--- src/rtl/video_timing_pkg.sv ---
// Shared definitions for the raster timing generator: axis segment encoding
// and the power-on video mode (1920x1080, CEA-861 1080p timing).
package video_timing_pkg;

    // Segment an axis counter is currently in; order follows the raster.
    localparam logic [1:0] ST_ACTIVE = 2'd0;
    localparam logic [1:0] ST_FRONT  = 2'd1;
    localparam logic [1:0] ST_SYNC   = 2'd2;
    localparam logic [1:0] ST_BACK   = 2'd3;

    // Power-on mode, horizontal axis (pixels).
    localparam int DEF_HACTIVE = 1920;
    localparam int DEF_HFRONT  = 88;
    localparam int DEF_HSYNC   = 44;
    localparam int DEF_HBACK   = 148;

    // Power-on mode, vertical axis (lines).
    localparam int DEF_VACTIVE = 1080;
    localparam int DEF_VFRONT  = 4;
    localparam int DEF_VSYNC   = 5;
    localparam int DEF_VBACK   = 36;

endpackage

--- src/rtl/video_timing_gen_if.sv ---
// Timing generator bundle: run control, mode configuration and the raster
// outputs. The generator is the master; the pixel path / controller is the slave.
interface video_timing_gen_if #(
    parameter int busWidth = 12
);
    logic                enable;
    logic [busWidth-1:0] hActive;
    logic [busWidth-1:0] hFront;
    logic [busWidth-1:0] hSync;
    logic [busWidth-1:0] hBack;
    logic [busWidth-1:0] vActive;
    logic [busWidth-1:0] vFront;
    logic [busWidth-1:0] vSync;
    logic [busWidth-1:0] vBack;
    logic                hSyncPol;
    logic                vSyncPol;
    logic                cfgUpdate;

    logic                deOut;
    logic                hSyncOut;
    logic                vSyncOut;
    logic [busWidth-1:0] hPos;
    logic [busWidth-1:0] vPos;
    logic                lineStart;
    logic                frameStart;
    logic                cfgPending;

    modport master (
        input  enable, hActive, hFront, hSync, hBack,
               vActive, vFront, vSync, vBack, hSyncPol, vSyncPol, cfgUpdate,
        output deOut, hSyncOut, vSyncOut, hPos, vPos, lineStart, frameStart, cfgPending
    );

    modport slave (
        output enable, hActive, hFront, hSync, hBack,
               vActive, vFront, vSync, vBack, hSyncPol, vSyncPol, cfgUpdate,
        input  deOut, hSyncOut, vSyncOut, hPos, vPos, lineStart, frameStart, cfgPending
    );

endinterface

--- src/rtl/timing_axis.sv ---
// One raster axis: position counter plus a four-segment FSM
// (ACTIVE -> FRONT -> SYNC -> BACK). inActive/inSync describe the position
// that is loaded at the coming edge, so the parent can register them in step
// with pos. wrap flags an advance that returns pos to 0.
module timing_axis
    import video_timing_pkg::*;
#(
    parameter int busWidth = 12
) (
    input  logic                clock,
    input  logic                reset,
    input  logic                advance,
    input  logic [busWidth-1:0] actLen,
    input  logic [busWidth-1:0] frontLen,
    input  logic [busWidth-1:0] syncLen,
    input  logic [busWidth-1:0] backLen,
    output logic [busWidth-1:0] pos,
    output logic                inActive,
    output logic                inSync,
    output logic                wrap
);

    localparam int sumWidth = busWidth + 2;

    logic [1:0]          state;
    logic [1:0]          stateNext;
    logic [busWidth-1:0] posNext;
    logic [sumWidth-1:0] endActive;
    logic [sumWidth-1:0] endFront;
    logic [sumWidth-1:0] endSync;
    logic [sumWidth-1:0] total;
    logic [sumWidth-1:0] posInc;

    // A zero-length segment still occupies one position, so no state is ever empty.
    function automatic logic [sumWidth-1:0] atLeastOne(input logic [busWidth-1:0] len);
        return (len == '0) ? sumWidth'(1) : sumWidth'(len);
    endfunction

    // Cumulative segment boundaries, widened so four max-length fields cannot overflow.
    always_comb begin
        endActive = atLeastOne(actLen);
        endFront  = endActive + atLeastOne(frontLen);
        endSync   = endFront + atLeastOne(syncLen);
        total     = endSync + atLeastOne(backLen);
    end

    assign posInc = sumWidth'(pos) + sumWidth'(1);
    assign wrap   = advance && (posInc >= total);

    // Next position and segment; a single step crosses at most one boundary.
    always_comb begin
        // NOTE: every output of this block gets a default first, so no path
        // leaves one unassigned and no latch is inferred.
        stateNext = state;
        posNext   = pos;
        if (advance) begin
            posNext = wrap ? '0 : pos + busWidth'(1);
            case (state)
                ST_ACTIVE: if (posInc >= endActive) stateNext = ST_FRONT;
                ST_FRONT:  if (posInc >= endFront)  stateNext = ST_SYNC;
                ST_SYNC:   if (posInc >= endSync)   stateNext = ST_BACK;
                default:   ;
            endcase
            if (wrap) begin
                stateNext = ST_ACTIVE;
            end
        end
    end

    assign inActive = (stateNext == ST_ACTIVE);
    assign inSync   = (stateNext == ST_SYNC);

    // Counter and segment registers.
    always_ff @(posedge clock or posedge reset) begin
        // NOTE: state registers use non-blocking assignments so every flop
        // samples pre-edge values, independent of statement order.
        if (reset) begin
            pos   <= '0;
            state <= ST_ACTIVE;
        end else begin
            pos   <= posNext;
            state <= stateNext;
        end
    end

endmodule

--- src/rtl/video_timing_gen.sv ---
// Raster timing generator top: staging/shadow mode registers, sync polarity
// and registered raster outputs. The vertical axis advances on the horizontal
// wrap; a staged mode is applied only on the edge that enters pixel (0,0).
module video_timing_gen #(
    parameter int busWidth    = 12,
    parameter int DEF_HACTIVE = video_timing_pkg::DEF_HACTIVE,
    parameter int DEF_HFRONT  = video_timing_pkg::DEF_HFRONT,
    parameter int DEF_HSYNC   = video_timing_pkg::DEF_HSYNC,
    parameter int DEF_HBACK   = video_timing_pkg::DEF_HBACK,
    parameter int DEF_VACTIVE = video_timing_pkg::DEF_VACTIVE,
    parameter int DEF_VFRONT  = video_timing_pkg::DEF_VFRONT,
    parameter int DEF_VSYNC   = video_timing_pkg::DEF_VSYNC,
    parameter int DEF_VBACK   = video_timing_pkg::DEF_VBACK
) (
    input logic               clock,
    input logic               reset,
    video_timing_gen_if.master vt
);

    typedef struct packed {
        logic [busWidth-1:0] hActive;
        logic [busWidth-1:0] hFront;
        logic [busWidth-1:0] hSync;
        logic [busWidth-1:0] hBack;
        logic [busWidth-1:0] vActive;
        logic [busWidth-1:0] vFront;
        logic [busWidth-1:0] vSync;
        logic [busWidth-1:0] vBack;
        logic                hSyncPol;
        logic                vSyncPol;
    } timingCfg_t;

    localparam timingCfg_t defaultCfg = '{
        hActive:  busWidth'(DEF_HACTIVE),
        hFront:   busWidth'(DEF_HFRONT),
        hSync:    busWidth'(DEF_HSYNC),
        hBack:    busWidth'(DEF_HBACK),
        vActive:  busWidth'(DEF_VACTIVE),
        vFront:   busWidth'(DEF_VFRONT),
        vSync:    busWidth'(DEF_VSYNC),
        vBack:    busWidth'(DEF_VBACK),
        hSyncPol: 1'b1,
        vSyncPol: 1'b1
    };

    timingCfg_t          shadowCfg;
    timingCfg_t          stageCfg;
    timingCfg_t          requestCfg;
    logic [busWidth-1:0] hPosReg;
    logic [busWidth-1:0] vPosReg;
    logic                hWrap;
    logic                vWrap;
    logic                hInActive;
    logic                hInSync;
    logic                vInActive;
    logic                vInSync;
    logic                applyNow;
    logic                nextHPol;
    logic                nextVPol;

    assign requestCfg = '{
        hActive:  vt.hActive,
        hFront:   vt.hFront,
        hSync:    vt.hSync,
        hBack:    vt.hBack,
        vActive:  vt.vActive,
        vFront:   vt.vFront,
        vSync:    vt.vSync,
        vBack:    vt.vBack,
        hSyncPol: vt.hSyncPol,
        vSyncPol: vt.vSyncPol
    };

    timing_axis #(.busWidth(busWidth)) hAxis (
        .clock    (clock),
        .reset    (reset),
        .advance  (vt.enable),
        .actLen   (shadowCfg.hActive),
        .frontLen (shadowCfg.hFront),
        .syncLen  (shadowCfg.hSync),
        .backLen  (shadowCfg.hBack),
        .pos      (hPosReg),
        .inActive (hInActive),
        .inSync   (hInSync),
        .wrap     (hWrap)
    );

    timing_axis #(.busWidth(busWidth)) vAxis (
        .clock    (clock),
        .reset    (reset),
        .advance  (hWrap),
        .actLen   (shadowCfg.vActive),
        .frontLen (shadowCfg.vFront),
        .syncLen  (shadowCfg.vSync),
        .backLen  (shadowCfg.vBack),
        .pos      (vPosReg),
        .inActive (vInActive),
        .inSync   (vInSync),
        .wrap     (vWrap)
    );

    assign vt.hPos = hPosReg;
    assign vt.vPos = vPosReg;

    // vWrap only fires on an enabled horizontal wrap, i.e. the edge into (0,0).
    assign applyNow = vWrap && vt.cfgPending;
    assign nextHPol = applyNow ? stageCfg.hSyncPol : shadowCfg.hSyncPol;
    assign nextVPol = applyNow ? stageCfg.vSyncPol : shadowCfg.vSyncPol;

    // Mode request staging and frame-boundary hand-over to the shadow set.
    always_ff @(posedge clock or posedge reset) begin
        // NOTE: staging is a handful of flops, not a memory, so it is reset like
        // any other state; reset thereby also discards an unapplied request.
        if (reset) begin
            shadowCfg     <= defaultCfg;
            stageCfg      <= defaultCfg;
            vt.cfgPending <= 1'b0;
        end else begin
            if (applyNow) begin
                shadowCfg     <= stageCfg;
                vt.cfgPending <= 1'b0;
            end
            // A request on the apply edge itself is kept for the following frame.
            if (vt.cfgUpdate) begin
                stageCfg      <= requestCfg;
                vt.cfgPending <= 1'b1;
            end
        end
    end

    // Raster outputs, registered on the same edge that loads hPos/vPos.
    always_ff @(posedge clock or posedge reset) begin
        if (reset) begin
            vt.deOut      <= 1'b0;
            vt.hSyncOut   <= 1'b0;
            vt.vSyncOut   <= 1'b0;
            vt.lineStart  <= 1'b0;
            vt.frameStart <= 1'b0;
        end else begin
            vt.deOut      <= vt.enable && hInActive && vInActive;
            vt.hSyncOut   <= (vt.enable && hInSync) ? nextHPol : !nextHPol;
            vt.vSyncOut   <= (vt.enable && vInSync) ? nextVPol : !nextVPol;
            vt.lineStart  <= hWrap;
            vt.frameStart <= vWrap;
        end
    end

endmodule

--- src/flat_wrapper.sv ---
// flat-port wrapper written by rule: the top's interface ports become plain ports
module video_timing_gen_flat 
#(
    parameter int busWidth    = 12,
    parameter int DEF_HACTIVE = video_timing_pkg::DEF_HACTIVE,
    parameter int DEF_HFRONT  = video_timing_pkg::DEF_HFRONT,
    parameter int DEF_HSYNC   = video_timing_pkg::DEF_HSYNC,
    parameter int DEF_HBACK   = video_timing_pkg::DEF_HBACK,
    parameter int DEF_VACTIVE = video_timing_pkg::DEF_VACTIVE,
    parameter int DEF_VFRONT  = video_timing_pkg::DEF_VFRONT,
    parameter int DEF_VSYNC   = video_timing_pkg::DEF_VSYNC,
    parameter int DEF_VBACK   = video_timing_pkg::DEF_VBACK
)
  (clock, reset, vt_enable, vt_hActive, vt_hFront, vt_hSync, vt_hBack, vt_vActive, vt_vFront, vt_vSync, vt_vBack, vt_hSyncPol, vt_vSyncPol, vt_cfgUpdate, vt_deOut, vt_hSyncOut, vt_vSyncOut, vt_hPos, vt_vPos, vt_lineStart, vt_frameStart, vt_cfgPending);
  video_timing_gen_if #(.busWidth(busWidth)) vt_i ();
  input logic clock;
  input logic reset;
  input wire logic [$bits(vt_i.enable)-1:0] vt_enable;
  input wire logic [$bits(vt_i.hActive)-1:0] vt_hActive;
  input wire logic [$bits(vt_i.hFront)-1:0] vt_hFront;
  input wire logic [$bits(vt_i.hSync)-1:0] vt_hSync;
  input wire logic [$bits(vt_i.hBack)-1:0] vt_hBack;
  input wire logic [$bits(vt_i.vActive)-1:0] vt_vActive;
  input wire logic [$bits(vt_i.vFront)-1:0] vt_vFront;
  input wire logic [$bits(vt_i.vSync)-1:0] vt_vSync;
  input wire logic [$bits(vt_i.vBack)-1:0] vt_vBack;
  input wire logic [$bits(vt_i.hSyncPol)-1:0] vt_hSyncPol;
  input wire logic [$bits(vt_i.vSyncPol)-1:0] vt_vSyncPol;
  input wire logic [$bits(vt_i.cfgUpdate)-1:0] vt_cfgUpdate;
  output wire logic [$bits(vt_i.deOut)-1:0] vt_deOut;
  output wire logic [$bits(vt_i.hSyncOut)-1:0] vt_hSyncOut;
  output wire logic [$bits(vt_i.vSyncOut)-1:0] vt_vSyncOut;
  output wire logic [$bits(vt_i.hPos)-1:0] vt_hPos;
  output wire logic [$bits(vt_i.vPos)-1:0] vt_vPos;
  output wire logic [$bits(vt_i.lineStart)-1:0] vt_lineStart;
  output wire logic [$bits(vt_i.frameStart)-1:0] vt_frameStart;
  output wire logic [$bits(vt_i.cfgPending)-1:0] vt_cfgPending;
  assign vt_i.enable = vt_enable;
  assign vt_i.hActive = vt_hActive;
  assign vt_i.hFront = vt_hFront;
  assign vt_i.hSync = vt_hSync;
  assign vt_i.hBack = vt_hBack;
  assign vt_i.vActive = vt_vActive;
  assign vt_i.vFront = vt_vFront;
  assign vt_i.vSync = vt_vSync;
  assign vt_i.vBack = vt_vBack;
  assign vt_i.hSyncPol = vt_hSyncPol;
  assign vt_i.vSyncPol = vt_vSyncPol;
  assign vt_i.cfgUpdate = vt_cfgUpdate;
  assign vt_deOut = vt_i.deOut;
  assign vt_hSyncOut = vt_i.hSyncOut;
  assign vt_vSyncOut = vt_i.vSyncOut;
  assign vt_hPos = vt_i.hPos;
  assign vt_vPos = vt_i.vPos;
  assign vt_lineStart = vt_i.lineStart;
  assign vt_frameStart = vt_i.frameStart;
  assign vt_cfgPending = vt_i.cfgPending;
  video_timing_gen #(.busWidth(busWidth), .DEF_HACTIVE(DEF_HACTIVE), .DEF_HFRONT(DEF_HFRONT), .DEF_HSYNC(DEF_HSYNC), .DEF_HBACK(DEF_HBACK), .DEF_VACTIVE(DEF_VACTIVE), .DEF_VFRONT(DEF_VFRONT), .DEF_VSYNC(DEF_VSYNC), .DEF_VBACK(DEF_VBACK)) u_core (.clock(clock), .reset(reset), .vt(vt_i));
endmodule
--- config.mk ---
export PLATFORM = sky130hd
export DESIGN_NAME = video_timing_gen_flat
export DESIGN_NICKNAME = d
export VERILOG_FILES = /design/src/rtl/video_timing_pkg.sv /design/src/rtl/video_timing_gen_if.sv /design/src/rtl/timing_axis.sv /design/src/rtl/video_timing_gen.sv /design/src/flat_wrapper.sv
export SDC_FILE = /design/constraint.sdc
export NUM_CORES = 1
export LEC_CHECK = 0
export ABC_AREA = 0
export CAP_MARGIN = 10
export CORE_UTILIZATION = 50
export CTS_CLUSTER_SIZE = 30
export DETAILED_ROUTE_END_ITERATION = 8
export PLACE_DENSITY = 0.8
export SYNTH_ARGS = -nofsm -noshare
export SYNTH_HDL_FRONTEND = slang
export SYNTH_HIERARCHICAL = 1
export SYNTH_SLANG_ARGS = --single-unit
--- constraint.sdc ---
create_clock -name clock -period 17.5 [get_ports clock]
set_input_delay 3.5 -clock clock [delete_from_list [all_inputs] [get_ports clock]]
set_output_delay 3.5 -clock clock [all_outputs]
set_load 0.05 [all_outputs]
After elaboration in Yosys (flattened, before gate mapping)

Cells that the tools add are included.

Register bits: 230
Output and inout bits: 30
Logic and storage cells: 104

Add/sub/neg operators: 10
Order comparisons: 8
Equality and inequality tests: 6
Muxes and demuxes: 28
Reduce and logical (&&, ||, !) cells: 22

Operators with widths:

| kind                    | count |
|---|---|
| $mux W12                | 10 |
| $logic_not A12 Y1       | 8 |
| $ge A13 B14 Y1          | 4 |
| $add A13 B12 Y14        | 2 |
| $add A14 B12 Y14        | 2 |
| $add A12 B1 Y13 const B | 2 |
| $add A12 B12 Y13        | 2 |
| $ge A13 B12 Y1          | 2 |
| $ge A13 B13 Y1          | 2 |
| $add A12 B1 Y12 const B | 2 |
| $mux W2                 | 10 |
| $pmux W2 S3             | 2 |
| $eq A2 B2 Y1 const B    | 4 |
| $logic_not A2 Y1        | 4 |
| $logic_and A1 B1 Y1     | 7 |
| $mux W1                 | 6 |
| $eq A2 B1 Y1 const B    | 2 |
| $logic_not A1 Y1        | 2 |
| $reduce_bool A2 Y1      | 1 |

Logic depth before layout (Yosys ltp)

Gate-level depths: netlist (run 1).

Depth in word-level cells: 13
Gate-level depth with buffers: 38
Mapped depth without buffers: 35

By module

The synthesis (run 1) kept the hierarchy.

By module, submodules not included:

| module                     | instances | cells each | area an instance (um^2) |
|---|---|---|---|
| video_timing_gen           | 1         | 428        | 7673.6 |
| timing_axis (u_core.vAxis) | 1         | 534        | 4038.9 |
| timing_axis (u_core.hAxis) | 1         | 504        | 3875.0 |

Worst setup path after synthesis (run 1)

No wires, ideal clock.

Path type: register -> register
From: register u_core/shadowCfg[94] (netlist bit)
To: register u_core/shadowCfg[10] (netlist bit)
Data arrival time: 6.671 ns
Required time: 17.375 ns
Path slack: 10.703 ns
Stages on the path, launching flop included: 37
Path through: dfstp_2 nor3_1 a31o_2 ha_1 fa_1 nand2_1 o21ai_2 a21o_2 a21oi_1 xnor2_1 ha_1 o21a_1 o21ai_0 a21oi_1 nor2_1 xnor2_1 ha_1 a21oi_1 nor2b_1 a311oi_1 o21bai_1 a21oi_1 xnor2_1 ha_1 nand2_1 o21ai_0 nand3_1 a211oi_4 buf_6 clkbuf_1 inv_1 a21o_1 inv_2 nand2_2 buf_6 buf_6 mux2_4

Cells in the longest elaborated chain, start to end: 9

Ends and longest elaborated chain:

| what                   | RTL line                | RTL |
|---|---|---|
| start, declared        | video_timing_gen.sv:46  | `timingCfg_t shadowCfg;` |
| start signal, assigned | video_timing_gen.sv:115 | `shadowCfg <= defaultCfg;` |
| start signal, assigned | video_timing_gen.sv:120 | `shadowCfg <= stageCfg;` |
| $logic_not A12 Y1      | timing_axis.sv:36       | `return (len == '0) ? sumWidth'(1) : sumWidth'(len);` |
| $mux W12 *             | timing_axis.sv:36       |  |
| $add A12 B12 Y13 *     | timing_axis.sv:42       | `endFront = endActive + atLeastOne(frontLen);` |
| $add A13 B12 Y14 *     | timing_axis.sv:43       | `endSync = endFront + atLeastOne(syncLen);` |
| $add A14 B12 Y14 *     | timing_axis.sv:44       | `total = endSync + atLeastOne(backLen);` |
| $ge A13 B14 Y1 *       | timing_axis.sv:48       | `assign wrap = advance && (posInc >= total);` |
| $logic_and A1 B1 Y1 *  | timing_axis.sv:48       |  |
| via u_core.hWrap       | video_timing_gen.sv:51  | `logic hWrap;` |
| $logic_and A1 B1 Y1 *  | timing_axis.sv:48       |  |
| via u_core.vWrap       | video_timing_gen.sv:52  | `logic vWrap;` |
| $logic_and A1 B1 Y1 *  | video_timing_gen.sv:106 | `assign applyNow = vWrap && vt.cfgPending;` |

The timed path passes the listed nets; every way through them passes the cells marked *.
A chain may end at the register's enable or synchronous reset.

Worst setup path after layout (run 1)

From: register u_core/shadowCfg[42] (netlist bit)
To: register u_core.vt.vSyncOut

Cells in the longest elaborated chain, start to end: 12
Elaborated cells between the ends (all ways): 22
Classes of those cells: 3 x add/sub; 4 x order compare; 1 x eq/ne; 9 x mux; 5 x reduce/logical

Ends and longest elaborated chain:

| what                  | RTL line                  | RTL |
|---|---|---|
| $logic_not A12 Y1     | timing_axis.sv:36         |  |
| $mux W12 *            | timing_axis.sv:36         |  |
| $add A12 B12 Y13 *    | timing_axis.sv:42         |  |
| $add A13 B12 Y14 *    | timing_axis.sv:43         |  |
| $add A14 B12 Y14 *    | timing_axis.sv:44         |  |
| $ge A13 B14 Y1 *      | timing_axis.sv:48         |  |
| $logic_and A1 B1 Y1 * | timing_axis.sv:48         |  |
| via u_core.vWrap      | video_timing_gen.sv:52    |  |
| $mux W2               | timing_axis.sv:64         | `if (wrap) begin` |
| $mux W2               | timing_axis.sv:56         | `if (advance) begin` |
| $eq A2 B2 Y1          | timing_axis.sv:71         | `assign inSync = (stateNext == ST_SYNC);` |
| $logic_and A1 B1 Y1   | video_timing_gen.sv:142   | `vt.vSyncOut <= (vt.enable && vInSync) ? nextVPol : !nextVPol;` |
| $mux W1 *             | video_timing_gen.sv:142   |  |
| end signal, assigned  | video_timing_gen.sv:142   |  |
| end, declared         | video_timing_gen_if.sv:31 | `output deOut, hSyncOut, vSyncOut, hPos, vPos, lineStart, frameStart, cfgPending` |

Marks and branches as above.

==> results.yml, run 1 <==
sta:
  finalSetupViolCount: 0
  finalHoldViolCount: 0
  rsz0062_at_grt: "no"
  tns_ps: 0
  finalClockSkew_ps: 11.8
  finalCriticalPeriod_ps: 8750
  setup_ws_ps: 8750
  max_freq_mhz: 114
  max_slew_margin_pct: 31.7
  worst_pin_slew_ps: 1020
  period_share_pct: 50.0
  slew_violations: 0
yosys:
  synth_flop_cell: "dfrtp_1"
  yosys.area_share.simple_pct: 8.56
  synth_area_um2: 15600
  synthesis.nets: 1746
  synth_area_per_cell_um2: 10.6
  synth_top_family_by_area: "multiplexers"
  yosysTopAreaCell: "dfrtp_1"
  synth.most_common_cell: "dfrtp_1"
  synth_top_area_share_pct: 29.2
  synth_cells: 1466
  synth_edf_count: 0
  ys_seq_elements: 230
  yosysWarnings: 6
  synthAdderAreaFrac_pct: 14.8
  synth-xor-area-share_pct: 5.77
  synth_cell_types: 84
  synth-async-reset-ratio_pct: 100
  synthTopCellsByCount: "dfrtp_1 (182), ha_1 (172), mux2_2 (156)"
  synth_compound_area_share_pct: 12.4
  synth_area_leaders: "dfrtp_1 (29%), ha_1 (14%), mux2_2 (11%)"
  synth.mux.area_fraction_pct: 15.3
  synth_seq_area_share_pct: 37.3
critical_path:
  crit_start: "u_core/shadowCfg[42]$_DFFE_PP1P_"
  critPathCapture: "u_core/vt.vSyncOut$_DFF_PP0_"
  crit_fanout: 62
  worstSetupPathDepth: 34
  required_ps: 17900
  reg2reg_to: "u_core/vt.vSyncOut$_DFF_PP0_"
  end_kind: "register"
  worstPathArrival_ps: 9160
  rr_worst_depth: 34
  crit_top_cell: "ha_1"
  worstSetupPathType: "register to register"
  cp-start-kind: "register"
  slowest_stage: "buf_4"
  crit_family: "compound AO/OA/AOI/OAI gates"
  crit_buf_inv: 4
  cpPeakStageDelay_ps: 800
  r2r-start: "u_core/shadowCfg[42]$_DFFE_PP1P_"
  regToRegSetupSlack_ps: 8750
clock_network:
  clk_latency_ps: 520
  cts-root-buf: "clkbuf_16"
  cts_buffers: 25
  clk_path_buf_depth: 3
  cts.hold.buffers_added: 0
  clock_sinks: 230
  htree_levels: 1
  clk_pin_slew_ps: 60
  cts.repair.resized: 0
  post_cts_buffers: 0
  tritoncts: "done"
routing:
  first_iter_violations: 526
  routedWlPerCell_um: 19.4
  dr.pass1.iters: 5
  wl_mm: 37.4
  via_count: 11100
  drt-vias-per-instance: 5.76
  drcViolationCount: 0
  postRouteAntennaNets: 0
die:
  die_area_um2: 31900
  die_h_um: 179
  initial_utilization_pct: 50.8
  die_x_um: 179
  ios: 132
  coreArea_um2: 30700
  rows: 64
placement:
  pre_cts_slack_ps: 8900
  place.port_buffers: 131
  gp_congestion: 0.926
  dp_hpwl_mm: 28.4
layout:
  antennaDiodeCount: 0
  nNetsFinal: 1795
  fin_util_pct: 58.2
  drive_above_1_share_pct: 22.8
  syn_to_final_growth_pct: 14.4
global_routing:
  grt-ovfl-total: 0
  grt_first_pass_wirelength_mm: 60.2
  antenna_found_initial: 0
  track_usage_pct: 24.0
  grt_pass1_vias: 11400
  grt_max_degree: 93
status:
  status: "complete, no violations"
job:
  cap_violations: 0
hold_path:
  min_path_type: "register to register"
logic make-up (layout without fill, tap and decap cells):
logic type	after synthesis	after routing
adders and majority gates	181	181
buffers and inverters	221	288
DFF	230	230
AOI/OAI and AO/OA	275	275
muxes	198	198
xor gates and xnor gates	101	101
and+or+nand+nor	260	260
stage by stage:
stage	std cells	hold slack, ps	instance area [um2]
2_1_floorplan	1466	476	15600
3_3_place_gp	1884	486	17000
3_5_place_dp	1884	489	17000
4_1_cts	1929	501	17800
5_1_grt	1929	504	17800
6_report	1929	497	17800
worst min-delay path by stage:
stage                                     startpoint                          endpoint  slack [ps]  cells after the start
floorplan           u_core/shadowCfg[40]$_DFFE_PP0P_  u_core/shadowCfg[40]$_DFFE_PP0P_         480                      1
global placement     u_core/stageCfg[31]$_DFFE_PP0P_  u_core/shadowCfg[31]$_DFFE_PP0P_         490                      1
detailed placement    u_core/stageCfg[9]$_DFFE_PP0P_   u_core/shadowCfg[9]$_DFFE_PP0P_         490                      1
CTS                   u_core/stageCfg[9]$_DFFE_PP0P_   u_core/shadowCfg[9]$_DFFE_PP0P_         500                      1
global route          u_core/stageCfg[9]$_DFFE_PP0P_   u_core/shadowCfg[9]$_DFFE_PP0P_         500                      1
finish                u_core/stageCfg[9]$_DFFE_PP0P_   u_core/shadowCfg[9]$_DFFE_PP0P_         500                      1
cells in the final DEF, fill, tap and decap left out, types with 45 or more instances in the layout:
| cell | netlist | final |
|---|---|---|
| a21oi_1 | 61 | 61 |
| clkdlybuf4s50_1 | 0 | 130 |
| dfrtp_1 | 182 | 182 |
| dfstp_2 | 48 | 48 |
| ha_1 | 172 | 172 |
| inv_1 | 98 | 97 |
| mux2_2 | 156 | 156 |
| nand2_1 | 62 | 62 |
| nor2_1 | 48 | 48 |
| xnor2_1 | 54 | 54 |
| xor2_1 | 45 | 45 |
routing by layer:
metal / track usage [%] / vias up / part of all wire [%]
met1: 29.7 / 5467 / 42
met4: 8.09 / 0 / 3.2
met2: 42.3 / 279 / 50
met5: 0 / - / 0
li1: - / 5286 / -
met3: 3.64 / 73 / 4.7
worst register-to-register path, delay by kind of cell (launching register included):
| kind | cells | cell delay [ps] |
|---|---|---|
| DFF | 1 | 600 |
| xor gates and xnor gates | 3 | 530 |
| and+or+nand+nor | 8 | 1370 |
| buffers and inverters | 4 | 1060 |
| adders and majority gates | 5 | 1660 |
| AOI/OAI and AO/OA | 13 | 2820 |
| muxes | 1 | 580 |
sequential cells by signal, summed over array words and instances (netlist names), 12 cells and up, named ones only:
register          count
u_core/stageCfg      98
u_core/shadowCfg     98
u_core/hAxis/pos     12
u_core/vAxis/pos     12
final cells by class:
type | count | area (um2)
fillers | 2512 | 12800
flip-flops and latches | 230 | 5820
inverters | 99 | 379
clock buffers | 31 | 688
clock inverters | 14 | 195
repair buffers | 144 | 1410
well taps | 396 | 495
multi-input cells | 1015 | 8850
Power of run 1 is not shown: default switching activity piles up to over one toggle a cycle in this logic, so the estimate is an artifact.
==> run 2, diff against run 1 <==
==> constraint.sdc (replaced) <==
create_clock -name clock -period 8.6 [get_ports clock]
set_input_delay 1.72 -clock clock [delete_from_list [all_inputs] [get_ports clock]]
set_output_delay 1.72 -clock clock [all_outputs]
set_load 0.05 [all_outputs]
==> results.yml, run 2 (synthesis results as in run 1) <==
status:
  status: "complete, no violations"
routing:
  routedWlPerCell_um: 19.4
  wl_mm: 37.5
  dr.pass1.iters: 6
  postRouteAntennaNets: 0
  drt-vias-per-instance: 5.80
  first_iter_violations: 806
  drcViolationCount: 0
  via_count: 11200
sta:
  slew_violations: 0
  tns_ps: 0
  finalClockSkew_ps: 11.3
  max_slew_margin_pct: 32.7
  period_share_pct: 90.4
  finalHoldViolCount: 0
  worst_pin_slew_ps: 1010
  rsz0062_at_grt: "no"
  finalCriticalPeriod_ps: 7780
  max_freq_mhz: 129
  finalSetupViolCount: 0
layout:
  antennaDiodeCount: 0
  final_common_cell: "dfrtp_1"
  reg_top3: "u_core/shadowCfg (98), u_core/stageCfg (98)"
  fillers: 2479
  drive_above_1_share_pct: 22.8
  fin_util_pct: 58.3
  nNetsFinal: 1794
  stdcell_area_um2: 17900
  syn_to_final_growth_pct: 14.8
  most-common-layout-cells: "dfrtp_1 (182), ha_1 (172), mux2_2 (156)"
clock_network:
  cts_buffers: 26
  cts.hold.buffers_added: 0
  clk_latency_ps: 540
  clk_path_buf_depth: 3
  clk_pin_slew_ps: 60
  clock_sinks: 230
  tritoncts: "done"
  htree_levels: 1
  cts-root-buf: "clkbuf_16"
critical_path:
  crit_fanout: 31
  cpPeakStageDelay_ps: 600
  worstSetupPathType: "register to register"
  cp-start-kind: "register"
  required_ps: 9010
  worstPathArrival_ps: 8190
  crit_top_cell: "ha_1"
  end_kind: "register"
  slowest_stage: "dfstp_2"
placement:
  gp_congestion: 0.960
  placed_area_um2: 16900
  dp_hpwl_mm: 28.8
  place.port_buffers: 131
global_routing:
  track_usage_pct: 24.0
  grt_max_degree: 131
  grt.met1_usage_pct: 30.9
  grt_pass1_vias: 11400
  met2_usage_pct: 40.2
  gr-usage-met3_pct: 3.67
  busiest_layer: "met2"
  grt-ovfl-total: 0
  grt_first_pass_wirelength_mm: 59.7
  antenna_found_initial: 0
job:
  cap_violations: 0
die:
  coreArea_um2: 30700
  ios: 132
  die_h_um: 179
  initial_utilization_pct: 50.8
  die_area_um2: 31900
  rows: 64
  die_x_um: 179
hold_path:
  min_path_type: "register to register"
[run 2: changes by cell type in the layout (fill, tap and decap cells not counted), sizes merged]
cell | before | now
buf | 14 | 12
clkbuf | 31 | 33
clkinv | 7 | 8
[run 2: layout make-up]
type,count,area [um2],share of cell area (%)
inverter,99,379,2.12
clock buffer,33,728,4.07
multi-input combinational,1015,8860,49.5
sequential,230,5820,32.5
timing repair buffer,142,1400,7.85
clock inverter,15,204,1.14
tap,396,495,2.77
[run 2: worst max-delay path, delay by kind of cell, from the launching register on]
family | cells | cell delay [ps]
adders and majority gates | 5 | 1670
and+or+nand+nor | 8 | 1160
xor gates and xnor gates | 2 | 360
DFF | 1 | 600
muxes | 1 | 380
buffers and inverters | 4 | 630
AOI/OAI and AO/OA | 13 | 2810
[run 2: worst paths after layout]
| path | slack (ps) | to | cells past startpoint | start |
|---|---|---|---|---|
| min reg2reg | 500 | u_core/shadowCfg[58]$_DFFE_PP0P_ | 1 | u_core/stageCfg[58]$_DFFE_PP0P_ |
| max reg2reg | 820 | u_core/shadowCfg[75]$_DFFE_PP0P_ | 33 | u_core/shadowCfg[42]$_DFFE_PP1P_ |
| max | 820 | u_core/shadowCfg[75]$_DFFE_PP0P_ | 33 | u_core/shadowCfg[42]$_DFFE_PP1P_ |
| max in group asynchronous | 5280 | u_core/stageCfg[71]$_DFFE_PP0P_ | 3 | reset |
| min | 500 | u_core/shadowCfg[58]$_DFFE_PP0P_ | 1 | u_core/stageCfg[58]$_DFFE_PP0P_ |
| min in group asynchronous | 1840 | u_core/vAxis/pos[11]$_DFFE_PP0P_ | 2 | reset |
[run 2: layer usage]
layer  vias up  part of all wire (%)
met2       362                    48
met5         -                     0
met3        92                   5.4
met1      5447                    43
met4         0                   3.6
li1       5287                     -
[run 2: per-stage QoR]
stage | setup WS, ps | cells | hold WS, ps
2_1_floorplan | 1450 | 1466 | 476
3_3_place_gp | 957 | 1882 | 485
3_5_place_dp | 738 | 1882 | 493
4_1_cts | 695 | 1930 | 508
5_1_grt | 164 | 1930 | 518
6_report | 823 | 1930 | 504
[run 2: repair_timing]
item	CTS	global route
hold endpoints to repair	0	0
resized for setup	0	1
setup endpoints to repair	0	20
buffers inserted	0	0
Power of run 2 is left out for the same reason.
==> run 3, diff against run 2 <==
--- a/config.mk
+++ b/config.mk
@@ -7,10 +7,10 @@
 export LEC_CHECK = 0
 export ABC_AREA = 0
 export CAP_MARGIN = 10
-export CORE_UTILIZATION = 50
+export CORE_UTILIZATION = 35
 export CTS_CLUSTER_SIZE = 30
 export DETAILED_ROUTE_END_ITERATION = 8
-export PLACE_DENSITY = 0.8
+export PLACE_DENSITY = 0.63
 export SYNTH_ARGS = -nofsm -noshare
 export SYNTH_HDL_FRONTEND = slang
 export SYNTH_HIERARCHICAL = 1
==> results.yml, run 3 (synthesis results as in run 1) <==
routing:
  dr.pass1.iters: 4
  via_count: 11000
  routedWlPerCell_um: 18.1
  wl_met2_mm: 20.1
  highest_layer: "met4"
  wl_met3_mm: 1.40
  first_iter_violations: 504
  postRouteAntennaNets: 0
  drcViolationCount: 0
  wl_mm: 38.5
  drt-vias-per-instance: 5.19
  wl_met1_mm: 16.1
global_routing:
  grt_first_pass_wirelength_mm: 61.1
  antenna_found_initial: 0
  grt_pass1_vias: 11200
  grt_max_degree: 143
  grt-ovfl-total: 0
  track_usage_pct: 17.1
sta:
  finalCriticalPeriod_ps: 7920
  tns_ps: 0
  finalClockSkew_ps: 14.3
  timing.hold.ws_ps: 497
  slew_violations: 0
  worst_pin_slew_ps: 979
  period_share_pct: 92.1
  setup_ws_ps: 679
  rsz0062_at_grt: "no"
  finalSetupViolCount: 0
  finalHoldViolCount: 0
  max_freq_mhz: 126
  max_slew_margin_pct: 34.7
placement:
  dp_hpwl_mm: 29.9
  place.port_buffers: 131
  gp_congestion: 0.902
  pre_cts_slack_ps: 843
critical_path:
  crit_top_cell: "ha_1"
  reg2reg_to: "u_core/shadowCfg[76]$_DFFE_PP0P_"
  worstPathArrival_ps: 8350
  end_kind: "register"
  crit_fanout: 26
  cpPeakStageDelay_ps: 590
  slowest_stage: "dfstp_2"
  cp-start-kind: "register"
  rr_worst_depth: 33
  required_ps: 9030
  r2r-start: "u_core/shadowCfg[42]$_DFFE_PP1P_"
  worstSetupPathType: "register to register"
  regToRegSetupSlack_ps: 680
layout:
  final_common_cell: "dfrtp_1"
  drive_above_1_share_pct: 22.5
  antennaDiodeCount: 0
  syn_to_final_growth_pct: 15.8
  most-common-layout-cells: "dfrtp_1 (182), ha_1 (172), mux2_2 (156)"
  reg_top3: "u_core/shadowCfg (98), u_core/stageCfg (98)"
  nNetsFinal: 1801
job:
  cap_violations: 0
clock_network:
  cts_buffers: 27
  post_cts_buffers: 0
  clock_sinks: 230
  htree_levels: 1
  clk_latency_ps: 550
  clk_pin_slew_ps: 60
  tritoncts: "done"
  clk_path_buf_depth: 3
  cts.hold.buffers_added: 0
  cts.repair.resized: 0
  cts-root-buf: "clkbuf_16"
die:
  initial_utilization_pct: 35.9
  die_h_um: 213
  die_x_um: 213
  rows: 76
  die_area_um2: 45400
  coreArea_um2: 43500
  ios: 132
status:
  status: "complete, no violations"
hold_path:
  holdPathStages: 1
  min_from: "u_core/stageCfg[35]$_DFFE_PP0P_"
  min_path_type: "register to register"
  min_to: "u_core/shadowCfg[35]$_DFFE_PP0P_"
## run 3: metrics by stage
stage | std cells | instance area [um2] | utilization (%)
final | 2125 | 18000 | 41.5
after global routing | 2125 | 18000 | 41.5
after CTS | 2125 | 18000 | 41.5
after detailed placement | 2077 | 17200 | 39.7
after global placement | 2077 | 17200 | 39.7
after floorplan | 1466 | 15600 | -
## run 3: worst max-delay path: cells and delay by family, from the launching register on
| family | cells | cell delay (ps) |
|---|---|---|
| fa+ha+maj | 5 | 1670 |
| buf+inv | 4 | 590 |
| mux | 1 | 370 |
| xor+xnor | 2 | 380 |
| flops | 1 | 590 |
| compound gates | 13 | 2890 |
| simple gates | 8 | 1310 |
## run 3: layer usage
metal	vias to the layer above	GRT usage [%]
met5	-	0
met4	0	4.22
met3	60	2.28
met2	222	31.6
met1	5443	20.8
li1	5296	-
## run 3: final cells by class
type	instances	area, um2
clock inverters	7	48.8
multi-input cells	1015	8850
repair buffers	148	1460
flip-flops and latches	230	5820
fillers	4183	25400
clock buffers	41	758
inverters	99	379
well taps	585	732
## run 3: worst max path at each step
| stage | startpoint | endpoint | slack, ps |
|---|---|---|---|
| 5_1_grt | u_core/shadowCfg[30]$_DFFE_PP0P_ | u_core/shadowCfg[86]$_DFFE_PP0P_ | 300 |
| 2_1_floorplan | reset | u_core/shadowCfg[10]$_DFFE_PP0P_ | 1450 |
| 4_1_cts | u_core/shadowCfg[42]$_DFFE_PP1P_ | u_core/shadowCfg[89]$_DFFE_PP0P_ | 780 |
| 3_3_place_gp | u_core/shadowCfg[42]$_DFFE_PP1P_ | u_core/shadowCfg[61]$_DFFE_PP0P_ | 1050 |
| 3_5_place_dp | u_core/shadowCfg[42]$_DFFE_PP1P_ | u_core/shadowCfg[89]$_DFFE_PP0P_ | 840 |
| 6_report | u_core/shadowCfg[42]$_DFFE_PP1P_ | u_core/shadowCfg[76]$_DFFE_PP0P_ | 680 |
Power of run 3 is left out for the same reason.
